==> src/rtl/fc_result_writer.sv <==
// Return-path writer: buffers FC output vectors in a small FIFO, packs each into
// one BRAM word and writes a batch to consecutive addresses from a host base.
module fc_result_writer #(
  parameter int DIM_OUTPUT  = 8,
  parameter int OUTPUT_W    = 8,
  parameter int BRAM_DAT_W  = 64,
  parameter int BRAM_ADDR_W = 14,
  parameter int BATCH_NUM   = 10,
  parameter int FIFO_DEPTH  = 4
) (
  input  logic                    clk,
  input  logic                    rst_n,
  input  logic                    start,
  input  logic [BRAM_ADDR_W-1:0]  base_addr,
  input  logic                    fc_out_vld,
  input  logic [OUTPUT_W-1:0]     fc_out_dat [DIM_OUTPUT],
  input  logic                    wr_gnt,
  output logic [BRAM_ADDR_W-1:0]  bram_addr,
  output logic [BRAM_DAT_W-1:0]   bram_din,
  output logic                    bram_en,
  output logic [BRAM_DAT_W/8-1:0] bram_we,
  output logic                    busy,
  output logic                    done,
  input  logic                    done_ack,
  output logic                    ovf
);

  localparam int CNT_W = $clog2(BATCH_NUM + 1);
  localparam int IDX_W = $clog2(FIFO_DEPTH);
  localparam int PTR_W = IDX_W + 1;
  localparam int WE_W  = BRAM_DAT_W / 8;

  typedef enum logic [1:0] {
    S_IDLE = 2'd0,
    S_RUN  = 2'd1,
    S_DONE = 2'd2
  } state_t;

  state_t                 state_q, state_d;
  logic [BRAM_ADDR_W-1:0] base_q, base_d;
  logic [CNT_W-1:0]       acc_cnt_q, acc_cnt_d;
  logic [CNT_W-1:0]       wr_cnt_q, wr_cnt_d;
  logic [PTR_W-1:0]       wr_ptr_q, wr_ptr_d;
  logic [PTR_W-1:0]       rd_ptr_q, rd_ptr_d;
  logic [BRAM_DAT_W-1:0]  mem_q [FIFO_DEPTH];
  logic [BRAM_DAT_W-1:0]  mem_d [FIFO_DEPTH];

  logic [BRAM_ADDR_W-1:0] bram_addr_q, bram_addr_d;
  logic [BRAM_DAT_W-1:0]  bram_din_q, bram_din_d;
  logic                   bram_en_q, bram_en_d;
  logic [WE_W-1:0]        bram_we_q, bram_we_d;
  logic                   busy_q, busy_d;
  logic                   done_q, done_d;
  logic                   ovf_q, ovf_d;

  logic [BRAM_DAT_W-1:0]  pack_w;
  logic                   fifo_empty, fifo_full;
  logic                   pop, push;

  always_comb begin
    pack_w = '0;
    for (int i = 0; i < DIM_OUTPUT; i++) begin
      pack_w[i*OUTPUT_W +: OUTPUT_W] = fc_out_dat[i];
    end
  end

  assign fifo_empty = (wr_ptr_q == rd_ptr_q);
  assign fifo_full  = (wr_ptr_q[IDX_W] != rd_ptr_q[IDX_W]) &&
                      (wr_ptr_q[IDX_W-1:0] == rd_ptr_q[IDX_W-1:0]);

  // A pop in the same cycle frees a slot, so a full FIFO can still accept.
  assign pop  = (state_q == S_RUN) && !fifo_empty && wr_gnt &&
                (wr_cnt_q < CNT_W'(BATCH_NUM));
  assign push = (state_q == S_RUN) && fc_out_vld &&
                (acc_cnt_q < CNT_W'(BATCH_NUM)) && (!fifo_full || pop);

  always_comb begin
    for (int i = 0; i < FIFO_DEPTH; i++) begin
      mem_d[i] = mem_q[i];
    end
    if (push) begin
      mem_d[wr_ptr_q[IDX_W-1:0]] = pack_w;
    end
  end

  always_comb begin
    state_d     = state_q;
    base_d      = base_q;
    acc_cnt_d   = acc_cnt_q;
    wr_cnt_d    = wr_cnt_q;
    wr_ptr_d    = wr_ptr_q;
    rd_ptr_d    = rd_ptr_q;
    bram_addr_d = bram_addr_q;
    bram_din_d  = bram_din_q;
    bram_en_d   = 1'b0;
    ovf_d       = ovf_q;

    case (state_q)
      S_IDLE: begin
        if (start) begin
          state_d   = S_RUN;
          base_d    = base_addr;
          acc_cnt_d = '0;
          wr_cnt_d  = '0;
          wr_ptr_d  = '0;
          rd_ptr_d  = '0;
          ovf_d     = 1'b0;
        end
      end
      S_RUN: begin
        if (push) begin
          wr_ptr_d  = wr_ptr_q + PTR_W'(1);
          acc_cnt_d = acc_cnt_q + CNT_W'(1);
        end else if (fc_out_vld) begin
          ovf_d = 1'b1;
        end
        if (pop) begin
          rd_ptr_d    = rd_ptr_q + PTR_W'(1);
          wr_cnt_d    = wr_cnt_q + CNT_W'(1);
          bram_en_d   = 1'b1;
          bram_din_d  = mem_q[rd_ptr_q[IDX_W-1:0]];
          bram_addr_d = base_q +
                        BRAM_ADDR_W'(wr_cnt_q) * BRAM_ADDR_W'(WE_W);
        end
        // wr_cnt reaching BATCH_NUM means the final write is on the port now.
        if (wr_cnt_q == CNT_W'(BATCH_NUM)) begin
          state_d = S_DONE;
        end
      end
      S_DONE: begin
        if (fc_out_vld) begin
          ovf_d = 1'b1;
        end
        if (done_ack) begin
          state_d = S_IDLE;
        end
      end
      default: state_d = S_IDLE;
    endcase

    bram_we_d = {WE_W{bram_en_d}};
    busy_d    = (state_d != S_IDLE);
    done_d    = (state_d == S_DONE);
  end

  always_ff @(posedge clk or negedge rst_n) begin
    if (!rst_n) begin
      state_q     <= S_IDLE;
      base_q      <= '0;
      acc_cnt_q   <= '0;
      wr_cnt_q    <= '0;
      wr_ptr_q    <= '0;
      rd_ptr_q    <= '0;
      bram_addr_q <= '0;
      bram_din_q  <= '0;
      bram_en_q   <= 1'b0;
      bram_we_q   <= '0;
      busy_q      <= 1'b0;
      done_q      <= 1'b0;
      ovf_q       <= 1'b0;
      for (int i = 0; i < FIFO_DEPTH; i++) begin
        mem_q[i] <= '0;
      end
    end else begin
      state_q     <= state_d;
      base_q      <= base_d;
      acc_cnt_q   <= acc_cnt_d;
      wr_cnt_q    <= wr_cnt_d;
      wr_ptr_q    <= wr_ptr_d;
      rd_ptr_q    <= rd_ptr_d;
      bram_addr_q <= bram_addr_d;
      bram_din_q  <= bram_din_d;
      bram_en_q   <= bram_en_d;
      bram_we_q   <= bram_we_d;
      busy_q      <= busy_d;
      done_q      <= done_d;
      ovf_q       <= ovf_d;
      for (int i = 0; i < FIFO_DEPTH; i++) begin
        mem_q[i] <= mem_d[i];
      end
    end
  end

  assign bram_addr = bram_addr_q;
  assign bram_din  = bram_din_q;
  assign bram_en   = bram_en_q;
  assign bram_we   = bram_we_q;
  assign busy      = busy_q;
  assign done      = done_q;
  assign ovf       = ovf_q;

endmodule

==> config.mk <==
export PLATFORM = sky130hd
export DESIGN_NAME = fc_result_writer
export DESIGN_NICKNAME = d
export VERILOG_FILES = /design/src/rtl/fc_result_writer.sv
export SDC_FILE = /design/constraint.sdc
export NUM_CORES = 1
export LEC_CHECK = 0
export CAP_MARGIN = 10
export CORE_ASPECT_RATIO = 0.6
export CORE_MARGIN = 3
export CORE_UTILIZATION = 44
export DETAILED_ROUTE_END_ITERATION = 16
export HOLD_SLACK_MARGIN = 0.05
export MAX_ROUTING_LAYER = met4
export SLEW_MARGIN = 20
export SYNTH_ARGS = -nofsm -noshare
export SYNTH_HDL_FRONTEND = slang
export SYNTH_SLANG_ARGS = --single-unit
==> constraint.sdc <==
create_clock -name clk -period 3.2 [get_ports clk]
set_input_delay 0.64 -clock clk [delete_from_list [all_inputs] [get_ports clk]]
set_output_delay 0.64 -clock clk [all_outputs]
set_load 0.05 [all_outputs]
; Word-level counts from Yosys, hierarchy flattened
; Index checks and enable logic that the tools add are counted.
[word_totals]
register_bits = 369
output_inout_bits = 90
wordCells = 86
[op_classes]
addsub = 5
n_lt_le_gt_ge = 5
n_eq_ne = 11
n_mux = 26
bitwise = 2
reduce_logical = 20
[ops]
columns = operator, count
row1 = bitwise mux 256 bit, 1
row2 = 2-to-1 mux 64 bit, 3
row3 = binary-select mux 64 bit (select 2 bit), 1
row4 = demux 64 bit (select 2 bit), 1
row5 = case mux 4 bit (2 select lines), 2
row6 = adder 14 x 7 -> 14 bit, 1
row7 = 2-to-1 mux 4 bit, 3
row8 = case mux 3 bit (2 select lines), 2
row9 = 2-to-1 mux 3 bit, 3
row10 = AND reduction 3 bit, 3
row11 = adder 4 x 1 -> 4 bit (second input constant), 2
row12 = logical AND 1 bit, 8
row13 = < comparator 4 bit (second input constant), 2
row14 = inequality test 2 bit (second input constant), 4
row15 = adder 3 x 1 -> 3 bit (second input constant), 2
row16 = greater-or-equal comparator 3 bit (second input constant), 2
row17 = 2-to-1 mux 2 bit, 3
row18 = inverter 2 -> 3 bit, 2
row19 = case mux 2 bit (3 select lines), 1
row20 = 2-to-1 mux 1 bit, 5
row21 = == test 2 bit (second input constant), 2
row22 = == test 4 bit (second input constant), 1
row23 = AND reduction 2 bit, 2
row24 = nonzero test 2 bit, 2
row25 = 10 further kinds, 11

; Depth between registers and ports, before layout
; Gate-level depths: netlist of the first run.
[logic_depth]
word_depth = 9
mapped_depth = 10
ltp_nobuf = 7

; Worst setup path after synthesis of the first run
; OpenSTA, ideal clock, no wires.
[synth_timing]
path_kind = reg2reg
start = reg state_q[1]
end = reg mem_q[214] in the netlist's numbering
setup_ns = 0.125
arrival_ns = 2.073
t_required_ns = 3.075
setup_slack_ns = 1.002
path_stages_with_launch = 10
synth_period_minus_slack_ns = 2.198
path_cell_list = dfrtp_1 -> inv_1 -> ha_1 -> clkbuf_1 -> and2_1 -> a211oi_2 -> a21oi_4 -> nand2_4 -> buf_2 -> mux2_2
[synth_between]
elab_chain_len = 6
elab_cells_between_ends = 8
[synth_rtl]
columns = item, line
row1 = from (decl), 39  ; state_t state_q, state_d;
row2 = from (signal assigned), 165  ; state_q <= state_d;
row3 = == test 2 x 1 -> 1 bit (*), "72, 74"
row4 = logical AND 1 bit (3 in series), 72  ; assign pop = (state_q == S_RUN) && !fifo_empty && wr_gnt &&
row5 = logical OR 1 bit, 75  ; (acc_cnt_q < CNT_W'(BATCH_NUM)) && (!fifo_full || pop);
row6 = logical AND 1 bit (*), 75
row7 = "to (signal, indexed assignment)", 179  ; mem_q[i] <= mem_d[i];
row8 = to (decl), 45  ; logic [BRAM_DAT_W-1:0] mem_q [FIFO_DEPTH];
; Every way passes the cells marked *; elsewhere a longest branch is shown, timed or not.
; A chain may end at the register's enable or synchronous reset.

; Worst setup path in the final report of the first run
[layout_timing]
start = reg bram_we[0] (netlist name)
end = out bram_we[2]
[layout_rtl]
columns = item, line
row1 = to (decl), 21  ; output logic [BRAM_DAT_W/8-1:0] bram_we,
; No word-level cell between the ends.

==> reports/results.tsv, run 1 <==
metric	value	unit
synth warn	0	
Synth Register Bits	368	
critical path type	reg2out	
initial antenna violation count	1	
PwrDens	1120	nW/um^2
# IOs	174	
global-route wire length before repair	54200	microns
routability cong.	0.724	
per-cell routed wire length	20.3	microns
Total Wirelength	33300	microns
Fmax	398	MHz
Vias	8716	
layout cells sized above 1	40.9	%
Mapped Nets	1077	
Yosys top cell by area	dfrtp_1	
Synth async-reset ratio	100	%
placed cells	1578	
Detailed Routing Iterations Pass 1	4	
Non-Filler Instances	1645	
DP Wirelength	20900	microns
Syn Area/Cell	16.2	sq um
GRT Total Usage	18.4	%
r2r endpoint	mem_q[254]	
Netlist cell types	46	
Tmin final	2.51	ns
most area-consuming cells after synthesis	dfrtp_1 58%, mux2_2 23%, mux4_2 9.1%	
H-tree depth	2	
largest net degree at the start of global routing	90	
Post-Synthesis Cells	976	
Max-Slew Margin vs Limit	36.6	%
postcts setup bufs	0	
port buffer count	173	
Syn Std Cell Area	15800	sq um
P&R area growth vs syn	22.5	%
Max-cap violations	0	
CTS buffer count	36	
status	finished, final reports clean	
die height	153	microns
setup_tns	0	ns
number of global-route vias before repair	9214	
Crit Path Max Fanout	9	
RSZ-0062 raised after global routing	no	
root buffer cell	clkbuf_16	
Resized cells post-CTS	0	
Slowest-stage cell, CP	clkdlybuf4s50_1	
EDFF count, synth	0	
maximum vdd ir drop	520	uV
row cnt	53	
clock-pin slew on the worst setup and hold paths	0.06	ns
nets	1251	
Worst Setup End Kind	primary output	
r2r startpoint	state_q[1]	
Synth top area share	58.3	%
Final setup viols	0	
hold_buf cts	1	
final hold viol count	0	
CP Data Arrival Time	1.87	ns
min-delay src	mem_q[255]	
clock sink count	368	
Die W	251	microns
Remaining Overflow, GRT	0	
via density per instance	5.30	
WP depth	1	
Pleak	8.28	nW
hold endpoint	mem_q[255]	
worst path cell trace	clkdlybuf4s50_1	
Min-Delay Path Depth	1	
critical path startpoint category	flip-flop	
Initial Util	44.8	%
core area	35200	sq um
DRT antenna net count	0	
Worst-Skew Late Latency	0.53	ns
Clock Path Buffers	3	
# DRC	0	
Worst Tran Pin Value	0.945	ns
Seq/Total Area, Yosys	58.3	%
Hold WC Path Type	reg2reg	
crit share post-route	78.4	%
CTS tree	done	
Final Slew Violations	0	
slowest cell delay on critical path	0.86	ns
CP Data Required Time	2.56	ns
die area	38300	sq um
setup slack, reg-to-reg	0.71	ns
WP buf/inv	1	
fillers	2852	
ys flop type	dfrtp_1	
skew final	0.0177	ns
delay-heaviest family, CP	buffers and inverters	
R2R depth	8	
DRT iter0 DRCs	434	
## how the worst max path moves through the flow
stage	start	endpoint
final	bram_we[0]	bram_we[2]
after global routing	state_q[1]	mem_q[247]
after CTS	bram_we[0]	bram_en
after detailed placement	wr_gnt	mem_q[254]
after global placement	wr_gnt	mem_q[234]
after floorplan	state_q[1]	mem_q[214]
## metal layers
layer	share of wire (%)	track usage [%]
met5	0	-
met1	50	26.9
met2	45	27.2
met4	1.6	4.02
met3	2.9	3.14
## synth_stat cells (all sizes together), types with 2 or more instances
cell      n
a41oi     2
nor2     19
a211oi    2
clkbuf   14
inv       8
mux2    340
mux2i     4
a21o      2
nand2    16
nor2b     5
nand4     2
ha       16
dfrtp   368
nand3     7
o221ai    3
buf      48
and2      2
o21ai    11
a21oi    12
xor2     12
mux4     64
## sequential cells by signal, summed over array words and instances, names as in the netlist
| register | flops |
|---|---|
| mem_q | 256 |
| bram_din | 64 |
| base_q | 14 |
| bram_addr | 14 |
| acc_cnt_q | 4 |
| wr_cnt_q | 4 |
| rd_ptr_q | 3 |
| wr_ptr_q | 3 |
| state_q | 2 |
| bram_we | 1 |
| busy | 1 |
| done | 1 |
| ovf | 1 |
## placed cells by master (no fill, tap or decap), drive strengths merged, types with 2 or more instances in the layout
master,count
mux2,340
nor2,19
dfrtp,368
o221ai,3
nor2b,5
a21o,2
inv,11
nand3,7
clkbuf,51
a21oi,12
nand2,16
mux2i,4
a41oi,2
buf,25
xor2,12
clkdlybuf4s50,172
mux4,64
ha,16
o21ai,11
nand4,2
clkinv,9
a211oi,2
and2,2
## where the power goes
group          switching, mW  total (mW)  internal, mW
combinational           4.56        9.21          4.64
sequential              1.19        8.13          6.93
clock                   1.84        4.22          2.39
total                   7.60        21.6          14.0
## layout make-up
cell class              instances  area [sq um]  share of cell area, %
clock inverters                14           111                  0.576
multi-input cells             538          6250                   32.3
well taps                     467           584                   3.02
clock buffers                  51          1050                   5.42
diodes                          1          2.50                 0.0129
flip-flops and latches        368          9220                   47.7
inverters                       8          30.0                  0.155
repair buffers                198          2090                   10.8
## metrics by stage
stage / utilization, % / instance area, sq um / setup WS (ns) / hold WS [ns] / total power, mW
after floorplan: - / 15800 / 1.00 / 0.344 / 14.8
after detailed placement: 51.6 / 18200 / 0.284 / 0.477 / 17.5
after global routing: 54.9 / 19300 / 0.533 / 0.506 / 22.9
after CTS: 54.9 / 19300 / 0.648 / 0.496 / 21.9
final: 54.9 / 19300 / 0.690 / 0.493 / 21.6
after global placement: 51.6 / 18200 / 0.363 / 0.471 / 17.4
## cell families (layout without fill, tap and decap cells)
kind of cell / Yosys count / after routing / synth area share, %
other: 0 / 1 / 0
AOI/OAI and AO/OA: 43 / 43 / 1.87
xor gates and xnor gates: 13 / 13 / 0.721
muxes: 408 / 408 / 33.6
DFF: 368 / 368 / 58.3
adders and majority gates: 17 / 17 / 1.39
and+or+nand+nor: 57 / 57 / 1.83
buffers and inverters: 70 / 271 / 2.22
No activity file was read; power rests on OpenSTA's default activity.
==> run 2, diff against run 1 <==
PLACE_DENSITY = 0.67   (was unset)
clock period = 2.1 ns   (was 3.2 ns; I/O delays follow)
==> run 2 against run 1 <==
Via count grew 1.7%. Global-route usage shrank 0.16 points. Clock power grew 58%. Clock skew is essentially flat. Worst hold slack lost 0.13 ns. Count of clock-buffer cells in the layout grew 2. Critical endpoint is now mem_q[183]. Highest routed layer unchanged.
==> reports/results.tsv, run 2 (same netlist as run 1, synthesis figures left out) <==
metric	value	unit
max reg flops	256	
placed cells	1600	
Max-Slew Margin vs Limit	60.6	%
Crit Path Max Fanout	7	
root buffer cell	clkbuf_16	
Seq pwr share	37.4	%
global route hottest layer	met2	
crit share post-route	98.5	%
Total Wirelength	33700	microns
CP Data Arrival Time	2.47	ns
port buffer count	173	
slowest cell delay on critical path	0.39	ns
skew final	0.0177	ns
Max-cap violations	0	
critical path startpoint category	flip-flop	
routability cong.	0.764	
Comb power frac	42.5	%
maximum vdd ir drop	1020	uV
fillers	2866	
number of global-route vias before repair	9525	
worst path cell trace	inv_2, ha_4, and2_4, a211oi_4, a21oi_4, nand2_8, buf_12, clkbuf_16, mux2_4	
Slowest-stage cell, CP	dfrtp_1	
CTS buffer count	36	
final setup margin	0.0310	ns
met2 Resource Use GR	27.8	%
die height	153	microns
layout cells sized above 1	42.9	%
per-cell routed wire length	20.2	microns
Tmin final	2.07	ns
Worst Setup End Kind	flip-flop	
Clk pwr share	20.1	%
Worst-Skew Late Latency	0.53	ns
clock sink count	368	
H-tree depth	2	
DP Wirelength	21300	microns
# IOs	174	
commonest non-fill, non-tap cell in the layout	dfrtp_1	
Vias	8867	
critical path type	reg2reg	
Initial Util	44.8	%
largest net degree at the start of global routing	84	
clock-pin slew on the worst setup and hold paths	0.07	ns
Pleak	8.73	nW
Global Route met1 Usage	25.8	%
CTS tree	done	
Final Slew Violations	0	
final hold viol count	0	
RSZ-0062 raised after global routing	yes	
nets	1278	
Hold WC Path Type	in2async	
Detailed Routing Iterations Pass 1	7	
GRT Total Usage	18.2	%
r2r endpoint	mem_q[183]	
# DRC	0	
R2R depth	9	
DRT antenna net count	0	
P&R area growth vs syn	25.0	%
via density per instance	5.31	
initial antenna violation count	0	
most frequent cells in the layout	366 x dfrtp_1, 320 x mux2_2, 86 x dlygate4sd2_1	
Final setup viols	0	
core area	35200	sq um
Non-Filler Instances	1671	
Die W	251	microns
Remaining Overflow, GRT	0	
Psw	11.7	mW
Fmax	483	MHz
global-route wire length before repair	54000	microns
status	finished, final reports clean	
Net Sw Frac	35.4	%
die area	38300	sq um
row cnt	53	
PwrDens	1680	nW/um^2
setup slack, reg-to-reg	0.03	ns
Int Pwr	21.4	mW
Worst Tran Pin Value	0.591	ns
largest reg by FF count	mem_q	
CP Data Required Time	2.50	ns
worst slack, placed	-0.217	ns
r2r startpoint	state_q[1]	
GR Util met3	3.80	%
ant diodes	0	
DRT iter0 DRCs	400	
Clock Path Buffers	3	
-- run 2: metal layers --
| layer | part of all wire [%] | routed length (microns) | vias up |
|---|---|---|---|
| li1 | - | - | 3994 |
| met1 | 48 | 16300 | 4685 |
| met2 | 46 | 15500 | 157 |
| met3 | 4.5 | 1520 | 31 |
| met4 | 1.0 | 339 | 0 |
| met5 | 0 | 0 | - |
-- run 2: worst max-delay path, delay by kind of cell (launching register included) --
kind | cells | cell delay, ns
AOI/OAI and AO/OA | 2 | 0.40
adders and majority gates | 1 | 0.14
buffers and inverters | 3 | 0.42
DFF | 1 | 0.39
muxes | 1 | 0.29
and+or+nand+nor | 2 | 0.32
-- run 2: repair_timing --
item	4_1_cts	5_1_grt
pin swaps	0	1
endpoints found under the setup margin	86	289
buffers inserted	0	4
gates cloned	0	3
hold buffers	1	0
gates resized for setup	86	22
endpoints found under the hold margin	26	0
-- run 2: how the worst max path moves through the flow --
stage,to,startpoint
final,mem_q[183],state_q[1]
after CTS,bram_addr[1],bram_addr[1]
after floorplan,mem_q[214],state_q[1]
after detailed placement,mem_q[45],wr_gnt
after global placement,mem_q[179],wr_gnt
after global routing,mem_q[184],state_q[1]
-- run 2: area by class of cell --
cell class,count,area [sq um],share of cell area [%]
Timing Repair Buffer,225,2330,11.8
Clock buffer,53,1070,5.40
Clock inverter,12,150,0.761
Multi-Input combinational cell,538,6350,32.2
Sequential cell,368,9220,46.7
Inverter,8,30.0,0.152
Tap cell,467,584,2.96
-- run 2: power by group through the flow --
stage	combinational, mW	sequential [mW]	clock [mW]
5_1_grt	15.0	12.8	7.15
4_1_cts	14.0	12.4	6.85
2_1_floorplan	7.97	14.6	0
3_5_place_dp	14.6	12.5	0
3_3_place_gp	14.3	12.4	0
6_report	14.0	12.4	6.65
-- run 2: stage by stage --
stage                     power (mW)  area (sq um)  TNS [ns]  utilization, %  hold WS, ns
after floorplan                 22.6         15800         0               -        0.124
after global placement          26.6         18400    -52.14            52.3        0.324
after detailed placement        27.0         18400    -54.34            52.3        0.319
after CTS                       33.2         19500         0            55.4        0.360
after global routing            35.0         19700    -0.199            56.0        0.383
final                           33.1         19700         0            56.0        0.363
